### config.mk
export PLATFORM = sky130hd
export DESIGN_NAME = telemetry_framer
export DESIGN_NICKNAME = d
export VERILOG_FILES = /design/src/rtl/telemetry_framer_pkg.sv /design/src/rtl/telemetry_hex_ascii.sv /design/src/rtl/telemetry_framer.sv
export SDC_FILE = /design/constraint.sdc
export NUM_CORES = 1
export LEC_CHECK = 0
export BUFFER_PORTS_ARGS = -buffer_cell sky130_fd_sc_hd__buf_4
export CAP_MARGIN = 20
export CORE_ASPECT_RATIO = 1.25
export CORE_MARGIN = 2
export CORE_UTILIZATION = 50
export DETAILED_ROUTE_END_ITERATION = 7
export GPL_ROUTABILITY_DRIVEN = 0
export PLACE_DENSITY_LB_ADDON = 0.15
export SLEW_MARGIN = 15
export SYNTH_ARGS = -nofsm -noshare
export SYNTH_HDL_FRONTEND = slang
export SYNTH_SLANG_ARGS = --single-unit
### constraint.sdc
create_clock -name clk -period 2.91 [get_ports clk]
set_input_delay 0.1455 -clock clk [delete_from_list [all_inputs] [get_ports clk]]
set_output_delay 0.1455 -clock clk [all_outputs]
set_load 0.1 [all_outputs]
### src/rtl/telemetry_framer_pkg.sv
// Shared ASCII framing constants and FSM state encoding for the telemetry framer.
package telemetry_framer_pkg;

  localparam logic [7:0] ASCII_LPAREN = 8'h28;
  localparam logic [7:0] ASCII_RPAREN = 8'h29;
  localparam logic [7:0] ASCII_STAR   = 8'h2A;
  localparam logic [7:0] ASCII_DOT    = 8'h2E;
  localparam logic [7:0] ASCII_CR     = 8'h0D;
  localparam logic [7:0] ASCII_LF     = 8'h0A;
  localparam logic [7:0] ASCII_ZERO   = 8'h30;
  // 'A' minus ten, so nibble values 10..15 land on 'A'..'F'
  localparam logic [7:0] ASCII_HEX_OFS = 8'h37;

  typedef enum logic [3:0] {
    IDLE,
    OPEN,
    DIGIT,
    DOT,
    CLOSE,
    STAR,
    CK_HI,
    CK_LO,
    CR,
    LF
  } state_t;

endpackage

### src/rtl/telemetry_hex_ascii.sv
// Combinational nibble to uppercase ASCII hex character converter.
module telemetry_hex_ascii
  import telemetry_framer_pkg::*;
(
  input  logic [3:0] nibble,
  output logic [7:0] ascii
);

  always_comb begin
    if (nibble < 4'd10) begin
      ascii = ASCII_ZERO + {4'h0, nibble};
    end else begin
      ascii = ASCII_HEX_OFS + {4'h0, nibble};
    end
  end

endmodule

### src/rtl/telemetry_framer.sv
// Serialises a snapshot of channel digits into an ASCII frame with XOR checksum
// over a valid/ready byte stream.
module telemetry_framer
  import telemetry_framer_pkg::*;
#(
  parameter int NUM_CH  = 5,
  parameter int DIGITS  = 6,
  parameter int DOT_POS = 2
) (
  input  logic                       clk,
  input  logic                       rst_n,
  input  logic                       start,
  input  logic [NUM_CH*DIGITS*8-1:0] ch_data,
  input  logic [NUM_CH-1:0]          dot_en,
  output logic [7:0]                 tx_data,
  output logic                       tx_valid,
  input  logic                       tx_ready,
  output logic                       busy,
  output logic                       frame_done
);

  localparam int CH_W  = (NUM_CH > 1) ? $clog2(NUM_CH) : 1;
  localparam int DIG_W = $clog2(DIGITS + 1);
  localparam int SEL_W = $clog2(NUM_CH * DIGITS * 8);

  localparam logic [DIG_W-1:0] DOT_IDX  = DIG_W'(DIGITS - DOT_POS);
  localparam logic [DIG_W-1:0] LAST_DIG = DIG_W'(DIGITS);
  localparam logic [CH_W-1:0]  LAST_CH  = CH_W'(NUM_CH - 1);

  state_t                     state_reg, state_next;
  logic [CH_W-1:0]            ch_idx_reg, ch_idx_next;
  logic [DIG_W-1:0]           dig_idx_reg, dig_idx_next;
  logic [7:0]                 cksum_reg, cksum_next;
  logic [NUM_CH*DIGITS*8-1:0] ch_snap_reg;
  logic [NUM_CH-1:0]          dot_snap_reg;
  logic                       frame_done_reg, frame_done_next;
  logic                       load_snap;

  logic                       xfer;
  logic [DIG_W-1:0]           dig_inc;
  logic [SEL_W-1:0]           bit_base;
  logic [7:0]                 cur_digit;
  logic                       dot_on;
  logic [3:0]                 nibble_sel;
  logic [7:0]                 hex_char;
  logic [7:0]                 tx_byte;

  assign tx_valid   = (state_reg != IDLE);
  assign busy       = (state_reg != IDLE);
  assign frame_done = frame_done_reg;
  assign tx_data    = tx_byte;
  assign xfer       = tx_valid && tx_ready;

  assign dig_inc   = dig_idx_reg + DIG_W'(1);
  assign bit_base  = SEL_W'((int'(ch_idx_reg) * DIGITS + int'(dig_idx_reg)) * 8);
  assign cur_digit = ch_snap_reg[bit_base +: 8];
  assign dot_on    = (DOT_POS > 0) && dot_snap_reg[ch_idx_reg];

  // The checksum is complete once STAR is reached, so both hex states read the final value.
  assign nibble_sel = (state_reg == CK_HI) ? cksum_reg[7:4] : cksum_reg[3:0];

  telemetry_hex_ascii u_hex (
    .nibble (nibble_sel),
    .ascii  (hex_char)
  );

  always_comb begin
    state_next      = state_reg;
    ch_idx_next     = ch_idx_reg;
    dig_idx_next    = dig_idx_reg;
    cksum_next      = cksum_reg;
    frame_done_next = 1'b0;
    load_snap       = 1'b0;
    tx_byte         = 8'h00;

    case (state_reg)
      IDLE: begin
        if (start) begin
          state_next   = OPEN;
          ch_idx_next  = '0;
          dig_idx_next = '0;
          cksum_next   = 8'h00;
          load_snap    = 1'b1;
        end
      end
      OPEN: begin
        tx_byte = ASCII_LPAREN;
        if (xfer) begin
          cksum_next   = cksum_reg ^ ASCII_LPAREN;
          dig_idx_next = '0;
          state_next   = DIGIT;
        end
      end
      DIGIT: begin
        tx_byte = cur_digit;
        if (xfer) begin
          cksum_next   = cksum_reg ^ cur_digit;
          dig_idx_next = dig_inc;
          if (dig_inc == DOT_IDX && dot_on) begin
            state_next = DOT;
          end else if (dig_inc == LAST_DIG) begin
            state_next = CLOSE;
          end else begin
            state_next = DIGIT;
          end
        end
      end
      DOT: begin
        tx_byte = ASCII_DOT;
        if (xfer) begin
          cksum_next = cksum_reg ^ ASCII_DOT;
          state_next = DIGIT;
        end
      end
      CLOSE: begin
        tx_byte = ASCII_RPAREN;
        if (xfer) begin
          cksum_next = cksum_reg ^ ASCII_RPAREN;
          if (ch_idx_reg < LAST_CH) begin
            ch_idx_next = ch_idx_reg + CH_W'(1);
            state_next  = OPEN;
          end else begin
            state_next = STAR;
          end
        end
      end
      STAR: begin
        tx_byte = ASCII_STAR;
        if (xfer) state_next = CK_HI;
      end
      CK_HI: begin
        tx_byte = hex_char;
        if (xfer) state_next = CK_LO;
      end
      CK_LO: begin
        tx_byte = hex_char;
        if (xfer) state_next = CR;
      end
      CR: begin
        tx_byte = ASCII_CR;
        if (xfer) state_next = LF;
      end
      LF: begin
        tx_byte = ASCII_LF;
        if (xfer) begin
          state_next      = IDLE;
          frame_done_next = 1'b1;
        end
      end
      default: begin
        state_next = IDLE;
      end
    endcase
  end

  always_ff @(posedge clk or negedge rst_n) begin
    if (!rst_n) begin
      state_reg      <= IDLE;
      ch_idx_reg     <= '0;
      dig_idx_reg    <= '0;
      cksum_reg      <= 8'h00;
      ch_snap_reg    <= '0;
      dot_snap_reg   <= '0;
      frame_done_reg <= 1'b0;
    end else begin
      state_reg      <= state_next;
      ch_idx_reg     <= ch_idx_next;
      dig_idx_reg    <= dig_idx_next;
      cksum_reg      <= cksum_next;
      frame_done_reg <= frame_done_next;
      if (load_snap) begin
        ch_snap_reg  <= ch_data;
        dot_snap_reg <= dot_en;
      end
    end
  end

endmodule

==> results of run 1 <==
[final cells by class]
| class | count | share of cell area (%) |
|---|---|---|
| diodes | 5 | 0.0642 |
| clock buffers | 42 | 4.34 |
| clock inverters | 8 | 0.475 |
| inverters | 10 | 0.199 |
| multi-input cells | 546 | 31.3 |
| flip-flops and latches | 264 | 33.9 |
| well taps | 335 | 2.15 |
| repair buffers | 588 | 27.5 |
[cells in the final DEF (no fill, tap or decap), drive strengths merged, types with 7 or more instances in the layout]
cell and n:
nand2b 8, a21oi 19, nand2 31, nor3 8, mux2 246, mux2i 25
inv 9, nand3 19, clkbuf 42, buf 341, nor2 23, o21ai 27
mux4 64, dfrtp 264, dlygate4sd3 247, ha 7
[layer usage]
layer  up-vias  GRT usage, %  wire length [um]
met5         -             0                 0
met4         0          13.2              1820
met3       100          6.02              2340
met1      4972          34.0             14000
li1       4420             -                 -
met2       349          52.2             21000
[logic make-up after synthesis]
| logic type | Yosys count |
|---|---|
| AND/OR/NAND/NOR | 114 |
| buffers and inverters | 68 |
| adder cells (fa/ha/maj) | 9 |
| AO/OA/AOI/OAI | 78 |
| multiplexers | 335 |
| flip-flops | 264 |
| XOR/XNOR | 10 |
[stage by stage]
stage | hold slack, ps | cell area [sq um] | util (%) | power [mW]
final | 64.0 | 19500 | 77.2 | 21.9
after global routing | 111 | 19500 | 77.2 | 22.9
after CTS | 49.5 | 19300 | 76.6 | 21.4
after detailed placement | 235 | 15700 | 62.4 | 16.8
after global placement | 239 | 15700 | 62.4 | 16.6
after floorplan | -150 | 12900 | - | 13.3
[critical path, cell delays in order (launching register included)]
cell and delay, ps:
dfrtp_1 380, ha_2 210, inv_2 40, fa_2 670, xor2_4 280, buf_12 170, mux4_2 520, mux2i_4 270
o21ai_4 100, buf_12 170
[path summary, 6_finish.rpt]
kind	from	endpoint	slack, ps	cells after the start
setup reg to reg	ch_idx_reg[1]	cksum_reg[0]	-230	12
hold reg to reg	ch_snap_reg[109]	ch_snap_reg[109]	500	1
hold / removal	start	ch_idx_reg[2]	60	4
min in group asynchronous	rst_n	ch_snap_reg[177]	200	2
max in group asynchronous	rst_n	ch_snap_reg[200]	1840	3
setup / recovery	ch_idx_reg[1]	tx_data[0]	-600	9
[power by group]
part	switching [mW]	internal (mW)	leakage, nW
Sequential	1.03	5.49	3.20
Combinational	5.79	5.96	4.86
Clock	1.48	2.17	0.463
Total	8.29	13.6	8.52
[what timing repair did]
item                                   CTS  global route
endpoints found under the hold margin  335             0
setup buffers                            5             6
pin swaps                               11             6
setup endpoints to repair               13            15
gates resized for setup                 35            19
hold buffers                           247             0
==> impl_metrics.json, run 1 <==
{
  "outcome": "finished with violations",
  "violations": "setup timing",
  "final_cells": 1798,
  "powerDensity_nw_per_um2": 1120,
  "start_util_pct": 50.7,
  "multiInputGateArea_sq_um": 6100,
  "area_growth_pct": 52.5,
  "synthesis.nets": 1136,
  "worstSetupPathType": "register to output port",
  "fmax_mhz": 285,
  "synth_top_area_share_pct": 51.7,
  "drc_errors": 0,
  "p_leak_nw": 8.52,
  "dpl.hpwl_um": 25400,
  "grt_pass1_wl_um": 60200,
  "tns_ps": -4650,
  "overflow": 0,
  "die_w_um": 147,
  "grt_antenna_before_repair": 5,
  "netlist_top_cells_area": "dfrtp_1 (52%), mux2_2 (22%), mux4_2 (8.1%), mux4_1 (3.7%), mux2i_1 (1.9%)",
  "viasPerCell": 5.47,
  "io_buffers": 259,
  "synth_top_family_by_area": "multiplexers",
  "synth_fa_ha_area_share_pct": 0.999,
  "netlist_top_cells_count": "dfrtp_1 (264), mux2_2 (246), mux4_2 (46), buf_2 (29), nand2_1 (29)",
  "syn_inst": 878,
  "fill_cells": 1516,
  "die_h_um": 183,
  "dr.pass1.iters": 6,
  "core_sq_um": 25200,
  "finalNetCount": 1696,
  "grt_setup_unrepaired": "true",
  "synth_edf_count": 0,
  "synth_top_cell_by_area": "dfrtp_1",
  "cts_tree": "yes",
  "cp-start-kind": "register",
  "routed_wl_um": 39100,
  "endpoint_kind": "output port",
  "grt_max_degree": 96,
  "clockRootBuffer": "clkbuf_16",
  "clock-sinks": 264,
  "peakVddDrop_mv": 0.775,
  "clkTransAtPathRegs_ps": 60,
  "grt_pass1_vias": 10800,
  "regArea_sq_um": 6610,
  "synth_top_flop_cell": "dfrtp_1",
  "hold_class": "input port to register",
  "placedCellCount": 1486,
  "muxShareOfSynthArea_pct": 35.6,
  "period_minus_slack_ps": 3510,
  "track_usage_pct": 29.2,
  "ys_ff_latch": 264,
  "wl_per_cell_um": 21.8,
  "crit_fanout": 7,
  "ant_nets": 0,
  "cp.arrival_ps": 3360,
  "slew_headroom_pct": 45.7,
  "htree_levels": 1,
  "fin_skew_ps": 12.0,
  "cts_max_path_buffers": 3,
  "yosysWarnings": 0,
  "synth-xor-area-share_pct": 0.745,
  "worst_pin_slew_ps": 814,
  "fp-row-count": 65,
  "synth-compound-area-share_pct": 3.78,
  "hold_viol": 0,
  "vias": 9841,
  "place_ws_ps": -166,
  "dieArea_sq_um": 26800,
  "worstSkewPairLatency_ps": 530,
  "timing.final.crit_share_pct": 120,
  "yosysMostFrequentCell": "dfrtp_1",
  "netlist_area_sq_um": 12800,
  "setup_viol": 10,
  "maxCapViolations": 0,
  "largest_register_ffs": 240,
  "final_max_slew_viol_count": 0,
  "ys_types": 58,
  "drt-initial-drc-count": 432,
  "synthArstFlopShare_pct": 100,
  "io_pins": 260,
  "synth_simple_gate_area_share_pct": 4.39,
  "drive_above_1_share_pct": 49.7,
  "avgSynthCellArea_sq_um": 14.5,
  "worstPathRequired_ps": 2760,
  "cts_inserted_buffers": 28,
  "seq_area_frac_synth_pct": 51.7,
  "setup_slack_ps": -595
}
Power figures use the tool's default switching activity.
==> inputs of run 2 (changes only) <==
- CELL_PAD_IN_SITES_DETAIL_PLACEMENT: unset -> 0
- CELL_PAD_IN_SITES_GLOBAL_PLACEMENT: unset -> 2
- CORE_UTILIZATION: 50 -> 30
- HOLD_SLACK_MARGIN: unset -> 0.12
==> impl_metrics.json, run 2 (same netlist as run 1, synthesis figures left out) <==
{
  "fp-row-count": 84,
  "die_h_um": 235,
  "dpl.hpwl_um": 29500,
  "peakVddDrop_mv": 1.65,
  "wl_per_cell_um": 19.7,
  "ant_nets": 0,
  "final_cell_mix": "buf_4 (319), dfrtp_1 (262), dlygate4sd3_1 (249)",
  "finalCoreUtilization_pct": 47.3,
  "clkTransAtPathRegs_ps": 60,
  "vias": 9454,
  "multiInputGateArea_sq_um": 6130,
  "worstSkewPairLatency_ps": 560,
  "slew_headroom_pct": 63.3,
  "drt-initial-drc-count": 269,
  "regArea_sq_um": 6610,
  "grt_pass1_vias": 10800,
  "track_usage_pct": 18.5,
  "clock-sinks": 264,
  "grt_max_degree": 87,
  "viasPerCell": 4.65,
  "cts_tree": "yes",
  "grt_pass1_wl_um": 63400,
  "htree_levels": 1,
  "io_buffers": 259,
  "cp.arrival_ps": 3480,
  "io_pins": 260,
  "setup_viol": 14,
  "worst_pin_slew_ps": 550,
  "finalNetCount": 1711,
  "p_leak_nw": 8.61,
  "start_util_pct": 30.4,
  "maxCapViolations": 0,
  "fmax_mhz": 276,
  "reg2reg_to": "cksum_reg[6]",
  "fin_skew_ps": 5.39,
  "fill_cells": 3926,
  "outcome": "finished with violations",
  "critPathLaunch": "ch_idx_reg[1]",
  "largest_register_ffs": 240,
  "layout_commonest_cell": "buf_4",
  "holdWs_ps": 102,
  "crit_fanout": 4,
  "cp-start-kind": "register",
  "final_max_slew_viol_count": 0,
  "period_minus_slack_ps": 3630,
  "p_total_mw": 22.0,
  "grt_antenna_before_repair": 2,
  "dieArea_sq_um": 44300,
  "dr.pass1.iters": 4,
  "overflow": 0,
  "clockRootBuffer": "clkbuf_16",
  "core_sq_um": 42000,
  "routed_wl_um": 40100,
  "hold_class": "input port to async pin",
  "endpoint_kind": "output port",
  "regToRegSetupSlack_ps": -240,
  "drc_errors": 0,
  "timing.final.crit_share_pct": 125,
  "grt_setup_unrepaired": "true",
  "drive_above_1_share_pct": 50.5,
  "r2r_cells": 13,
  "tns_ps": -6160,
  "place_ws_ps": -292,
  "timing.rr.start": "ch_idx_reg[1]",
  "powerDensity_nw_per_um2": 1110,
  "setup_slack_ps": -720,
  "die_w_um": 189,
  "violations": "setup timing",
  "area_growth_pct": 55.6,
  "cts_max_path_buffers": 3,
  "worstPathRequired_ps": 2760,
  "hold_viol": 0,
  "cts_inserted_buffers": 31,
  "worstSetupPathType": "register to output port"
}
-- run 2: cell types whose count changed in the layout (fill, tap and decap cells not counted), sizes merged --
cell | previous run | this run
clkinvlp | 1 | 0
clkinv | 6 | 7
clkbuf | 42 | 47
dlygate4sd3 | 247 | 249
diode | 5 | 2
buf | 341 | 351
bufinv | 2 | 1
-- run 2: routing by layer --
metal / global-route usage, % / wire [um] / up-vias
li1: - / - / 4447
met1: 23.1 / 16600 / 4796
met2: 34.0 / 21500 / 171
met3: 2.35 / 1320 / 40
met4: 3.93 / 667 / 0
met5: 0 / 0 / -
-- run 2: worst max-delay path by stage --
stage                       to  slack [ps]
finish              tx_data[5]        -720
detailed placement  tx_data[2]        -290
global route        tx_data[4]        -850
global placement    tx_data[2]        -200
floorplan           tx_data[5]        -350
CTS                 tx_data[4]        -730
-- run 2: critical path: stages (launching register included) --
cell      delay (ps)
dfrtp_1          390
ha_2             200
inv_2             60
fa_2             520
buf_4            190
buf_4            150
o21ai_4          190
nand2_8           80
mux4_2           370
mux2i_4           80
nand2b_4         160
a221oi_4         320
buf_12           210
-- run 2: report_power, final --
group | switching [mW] | total (mW) | internal (mW)
registers | 0.947 | 6.43 | 5.49
clock network | 1.52 | 3.71 | 2.18
logic | 5.84 | 11.9 | 6.07
total | 8.31 | 22.0 | 13.7
-- run 2: cell type report --
cell class | count | share of cell area, %
Clock inverter | 7 | 0.302
Antenna cell | 2 | 0.0252
Multi-Input combinational cell | 546 | 30.9
Sequential cell | 264 | 33.3
Inverter | 10 | 0.195
Tap cell | 559 | 3.52
Clock buffer | 47 | 4.51
Timing Repair Buffer | 600 | 27.3
-- run 2: repair_timing --
action / 4_1_cts / 5_1_grt
pin swaps: 7 / 14
hold buffers: 249 / 0
hold endpoints to repair: 516 / 0
buffers inserted: 4 / 7
gates resized for setup: 40 / 34
setup endpoints to repair: 15 / 16
-- run 2: metrics by stage --
step	instances	area, sq um
final	2035	19900
after global placement	1721	16000
after CTS	2028	19700
after detailed placement	1721	16000
after floorplan	878	12900
after global routing	2035	19900
